### config.mk
export PLATFORM = sky130hd
export DESIGN_NAME = lab_design_serial_subtractor
export DESIGN_NICKNAME = d
export VERILOG_FILES = /design/src/rtl/lab_design_serial_subtractor.sv
export SDC_FILE = /design/constraint.sdc
export NUM_CORES = 1
export LEC_CHECK = 0
export ABC_CLOCK_PERIOD_IN_PS = 2100
export CAP_MARGIN = 20
export CORE_MARGIN = 2
export CORE_UTILIZATION = 51
export CTS_BUF_LIST = sky130_fd_sc_hd__clkbuf_2
export CTS_CLUSTER_SIZE = 20
export DETAILED_ROUTE_END_ITERATION = 10
export PLACE_DENSITY_LB_ADDON = 0.05
export SLEW_MARGIN = 5
export SYNTH_ARGS = -nofsm -noshare
export SYNTH_HDL_FRONTEND = slang
export SYNTH_SLANG_ARGS = --single-unit
### constraint.sdc
create_clock -name clk -period 2.1 [get_ports clk]
set_clock_uncertainty 0.05 [all_clocks]
set_input_delay 0.42 -clock clk [delete_from_list [all_inputs] [get_ports clk]]
set_output_delay 0.42 -clock clk [all_outputs]
set_load 0.01 [all_outputs]
### src/rtl/lab_design_serial_subtractor.sv
// Bit-serial subtractor: diff = a - b - bin, LSB first, one bit per clock.
// Ports: clk, rst_n; start/a/b/bin in; busy/done/diff/bout/ovf out.
module lab_design_serial_subtractor #(
  parameter int WIDTH = 4
) (
  input  logic             clk,
  input  logic             rst_n,
  input  logic             start,
  input  logic [WIDTH-1:0] a,
  input  logic [WIDTH-1:0] b,
  input  logic             bin,
  output logic             busy,
  output logic             done,
  output logic [WIDTH-1:0] diff,
  output logic             bout,
  output logic             ovf
);

  localparam int CW = $clog2(WIDTH) + 1;

  typedef enum logic [1:0] {
    S_IDLE,
    S_SHIFT,
    S_DONE
  } state_t;

  state_t           r_state;
  logic [WIDTH-1:0] r_a_sr;
  logic [WIDTH-1:0] r_b_sr;
  logic [WIDTH-1:0] r_res;
  logic             r_brw;
  logic             r_a_msb;
  logic             r_b_msb;
  logic [CW-1:0]    r_cnt;

  logic             w_x;
  logic             w_y;
  logic             w_d;
  logic             w_brw;
  logic [WIDTH-1:0] w_res;
  logic             w_last;

  // single full-subtractor cell
  assign w_x    = r_a_sr[0];
  assign w_y    = r_b_sr[0];
  assign w_d    = w_x ^ w_y ^ r_brw;
  assign w_brw  = (~w_x & w_y) | (~(w_x ^ w_y) & r_brw);
  assign w_res  = {w_d, r_res[WIDTH-1:1]};
  assign w_last = (r_cnt == CW'(WIDTH - 1));

  always_ff @(posedge clk or negedge rst_n) begin
    if (!rst_n) begin
      r_state <= S_IDLE;
      r_a_sr  <= '0;
      r_b_sr  <= '0;
      r_res   <= '0;
      r_brw   <= 1'b0;
      r_a_msb <= 1'b0;
      r_b_msb <= 1'b0;
      r_cnt   <= '0;
      busy    <= 1'b0;
      done    <= 1'b0;
      diff    <= '0;
      bout    <= 1'b0;
      ovf     <= 1'b0;
    end else begin
      unique case (r_state)
        S_IDLE: begin
          done <= 1'b0;
          if (start) begin
            r_a_sr  <= a;
            r_b_sr  <= b;
            r_brw   <= bin;
            r_a_msb <= a[WIDTH-1];
            r_b_msb <= b[WIDTH-1];
            r_cnt   <= '0;
            busy    <= 1'b1;
            r_state <= S_SHIFT;
          end
        end
        S_SHIFT: begin
          r_res  <= w_res;
          r_brw  <= w_brw;
          r_a_sr <= r_a_sr >> 1;
          r_b_sr <= r_b_sr >> 1;
          r_cnt  <= r_cnt + 1'b1;
          if (w_last) begin
            diff    <= w_res;
            bout    <= w_brw;
            // w_d is the result MSB on the final step
            ovf     <= (r_a_msb != r_b_msb) &
                       (w_d != r_a_msb);
            busy    <= 1'b0;
            done    <= 1'b1;
            r_state <= S_DONE;
          end
        end
        S_DONE: begin
          done    <= 1'b0;
          r_state <= S_IDLE;
        end
        default: begin
          busy    <= 1'b0;
          done    <= 1'b0;
          r_state <= S_IDLE;
        end
      endcase
    end
  end

endmodule

After elaboration in Yosys (flattened, before gate mapping)
Cells that the tools add are included.
{"block": "totals", "inputBits": 12, "reg_bits": 28, "output_inout_bits": 8}
{"block": "classes", "eq_ne": 7, "n_addsub": 1, "reduce_logical": 7, "bitwise": 9, "mux": 16}
{"operator": "4-bit case mux with 2 select lines", "n": 2}
{"operator": "4-bit 2-to-1 mux", "n": 2}
{"operator": "2-bit AND reduction", "n": 4}
{"operator": "3-bit case mux with 2 select lines", "n": 1}
{"operator": "1-bit 2-to-1 mux", "n": 5}
{"operator": "2-bit 2-to-1 mux", "n": 2}
{"operator": "2-bit != test (second input constant)", "n": 2}
{"operator": "2-bit case mux with 2 select lines", "n": 1}
{"operator": "3-bit by 1-bit adder with 3-bit output (second input constant)", "n": 1}
{"operator": "1-bit AND", "n": 3}
{"operator": "3-bit by 2-bit equality test with 1-bit output (second input constant)", "n": 1}
{"operator": "3-bit 2-to-1 mux", "n": 1}
{"operator": "1-bit inverter", "n": 3}
{"operator": "1-bit case mux with 3 select lines", "n": 1}
{"operator": "3-bit AND reduction", "n": 1}
{"operator": "2-bit by 1-bit equality test with 1-bit output (second input constant)", "n": 1}
{"operator": "2-bit equality test (second input constant)", "n": 1}
{"operator": "2-bit logical NOT", "n": 1}
{"operator": "1-bit != test", "n": 2}
{"operator": "1-bit case mux with 2 select lines", "n": 1}
{"operator": "2-bit nonzero test", "n": 1}
{"operator": "1-bit XOR", "n": 2}
{"operator": "1-bit OR", "n": 1}

Logic depth before layout (Yosys ltp)
{"block": "depth", "ltp_word": 5, "ltp_mapped": 5, "ltp_nobuf": 5}

Least setup slack after synthesis
OpenSTA, ideal clock, no wires.
{"block": "synth_timing", "path_kind": "register to register", "from": "register r_cnt[0]", "to": "register diff[0]", "setup_slack_ns": 0.649, "t_required_ns": 1.925, "synth_period_minus_slack_ns": 1.451, "t_arrival_ns": 1.276, "stages_incl_launch_ff": 5, "path_cell_list": "dfrtp_1 ha_1 ha_1 nand3b_2 mux2_2"}
{"block": "synth_between", "elab_chain_len": 2}
{"element": "from (decl)", "line": "34", "source": "logic [CW-1:0] r_cnt;"}
{"element": "from (signal assigned)", "line": "86", "source": "r_cnt <= r_cnt + 1'b1;"}
{"element": "3-bit by 2-bit equality test with 1-bit output", "line": "49", "source": "assign w_last = (r_cnt == CW'(WIDTH - 1));"}
{"element": "2-bit AND reduction (no source line)"}
{"element": "to (signal assigned)", "line": "88", "source": "diff <= w_res;"}
{"element": "to (decl)", "line": "14", "source": "output logic [WIDTH-1:0] diff,"}
No other way between the ends.
A chain may end at the register's enable or synchronous reset.

Final worst setup path
{"block": "layout_timing", "from": "register busy", "to": "output busy"}
{"element": "from (decl)", "line": "12", "source": "output logic busy,"}
{"element": "from (signal assigned)", "line": "61", "source": "busy <= 1'b0;"}
{"element": "from (signal assigned)", "line": "77", "source": "busy <= 1'b1;"}
{"element": "from (signal assigned)", "line": "93", "source": "busy <= 1'b0;"}
No word-level cell between the ends.

==> results.yml <==
outcome:
  status: "complete, no violations"
synthesis:
  seq_area_frac_synth_pct: 57.2
  synth_area_sq_mm: 0.00118
  synth_top_family_by_area: "compound AO/OA/AOI/OAI gates"
  synth_fa_ha_area_share_pct: 3.81
  ys_types: 23
  synth-simple-area-share_pct: 14.9
  ys_ff_latch: 27
  yosysWarnings: 0
  synth-xor-area-share_pct: 0
  synth_compound_area_share_pct: 15.5
  synth_nets: 121
  synth_mux_area_share_pct: 5.72
  synth_area_per_cell_sq_um: 11.1
  synth_cells: 106
timing:
  fin_crit_ps: 1760
  drv_slew: 0
  setup_violations: 0
  relSlewSlack_pct: 65.4
  rsz0062_at_grt: "false"
  worst_pin_slew_ps: 517
  finalSetupTns_ps: 0
  max_freq_ghz: 0.567
  hold_viol_final: 0
  post-route-period-util_pct: 84.0
finish:
  n_fill_cell: 192
  final_common_cell: "dfrtp_1"
  n_antenna_cell: 0
  area_growth_pct: 21.4
  layout.cells.non_filler: 157
  layout_common_cells: "27 x dfrtp_1, 19 x clkdlybuf4s50_1, 18 x nand2_1"
  drive_gt1_share_pct: 13.2
  multi_input_area_sq_um: 472
  regArea_sq_um: 676
  nets: 145
setup_path:
  reg2reg_depth: 4
  cp.required_ps: 1630
  end_kind: "output pin"
  worst-path-buf-inv: 1
  worstPathCellList: "clkdlybuf4s50_1"
  worstSetupPathType: "flop to output pin"
  crit_family: "buffers and inverters"
  crit_path_start_kind: "flop"
  crit_cells: 1
  crit_path_top_delay_cell: "clkdlybuf4s50_1"
  slowest_delay_ps: 540
  cp.arrival_ps: 1290
  crit_fanout: 3
global_route:
  grtUsageTotal_pct: 19.0
  grt_overflow: 0
  grt_pass1_vias: 827
  grt_max_degree: 28
  antenna_found_initial: 0
  grt_first_pass_wirelength_um: 3730
clock_network:
  cts_tree: "yes"
  clk_pin_slew_ps: 230
  cts_made_buffers: 3
  cts_setup_buffers: 0
  postCtsResizedCells: 0
  cts.sinks: 27
  h-tree-depth: 1
  clk_path_buf_depth: 2
  cts_root_buf: "clkbuf_2"
  hold_buffers: 0
  clock_latency_ps: 340
route:
  via_per_inst: 5.45
  dr.pass1.iters: 4
  drtIter0Drc: 12
  vias: 856
  ant_nets: 0
  drc_errors: 0
  wl_um: 2280
  wl_per_cell_um: 14.5
place:
  numPortBuffers: 19
  routabilityCongestion: 0.781
  dp_hpwl_um: 1610
  numPlacedInstances: 153
floorplanning:
  start_util_pct: 53.9
  die_h_um: 52.1
  die_area_sq_mm: 0.00272
  rows: 17
  ios: 20
  core_sq_mm: 0.00219
  die_w_um: 52.1
hold_path:
  hold_path_class: "input pin to asynchronous set/reset pin"
pwr:
  finalPower_mw: 1.95
  ir_worst_vdd_v: 0.000720
  power.density_mw_per_mm2: 1360
  leakage_nw: 0.669
job:
  maxCapViolations: 0
flip-flops by register name, summed over array words and instances, names as in the netlist, 2 cells and up:
signal	flops
diff	4
r_a_sr	4
r_b_sr	4
r_cnt	3
r_res	3
r_state	2
path summary, 6_finish.rpt:
path / startpoint / slack (ps) / to
worst min-delay path: rst_n / 360 / r_b_sr[3]
min in group clk: bout / 460 / bout
worst min register to register: bout / 460 / bout
worst max register to register: r_cnt[0] / 500 / diff[0]
max in group asynchronous: rst_n / 1390 / r_cnt[1]
worst max-delay path: busy / 340 / busy
stage by stage:
step	hold slack (ps)	worst slack, ps	area [sq um]	utilization, %
3_3_place_gp	412	310	1410	64.5
5_1_grt	355	260	1430	65.4
2_1_floorplan	74.4	649	1180	-
3_5_place_dp	422	288	1410	64.5
6_report	362	335	1430	65.4
4_1_cts	343	301	1430	65.4
cell families (layout without fill, tap and decap cells):
family          Yosys count  after routing
simple gates             33             33
compound gates           29             29
flops                    27             27
buf+inv                   8             31
mux                       6              6
fa+ha+maj                 3              3
metal layers:
layer / wire length (um) / global-route usage (%) / up-vias / share of wire [%]
li1: - / - / 410 / -
met1: 1050 / 26.0 / 423 / 46
met2: 1110 / 30.4 / 21 / 49
met3: 102 / 2.59 / 2 / 4.5
met4: 17 / 7.89 / 0 / 0.75
met5: 0 / 0 / - / 0
final cells by class:
class,instances,share of cell area [%]
Timing Repair Buffer,22,14.8
Clock buffer,3,1.05
Tap cell,28,2.44
Inverter,5,1.31
Sequential cell,27,47.1
Clock inverter,1,0.349
Multi-Input combinational cell,71,32.9
synthesized netlist by cell type:
cell type   n  share of area [%]
a22oi_1     5                3.2
nor2_1      3               0.95
nor3b_1     1               0.64
nand3b_2    1               0.95
o21ai_0    12                5.1
inv_1       5                1.6
mux2_2      6                5.7
dfrtp_1    27                 57
and3b_1     1               0.74
a2bb2oi_1   2                1.5
buf_2       3                1.3
fa_1        1                1.7
o32ai_1     1               0.74
and2b_1     3                1.9
a21oi_1     6                2.5
a22o_1      2                1.5
and2b_2     1               0.74
nor2b_4     1                1.2
nor2b_1     3                1.6
nand2_1    18                5.7
ha_1        2                2.1
o21bai_2    1               0.95
nand2b_1    1               0.53
power by group:
| part | switching (mW) | leakage, nW | internal [mW] | total (mW) |
|---|---|---|---|---|
| Combinational | 0.419 | 0.311 | 0.442 | 0.861 |
| Sequential | 0.160 | 0.341 | 0.743 | 0.904 |
| Clock | 0.143 | 0.0164 | 0.0432 | 0.186 |
| Total | 0.722 | 0.669 | 1.23 | 1.95 |
Power figures use the tool's default switching activity.
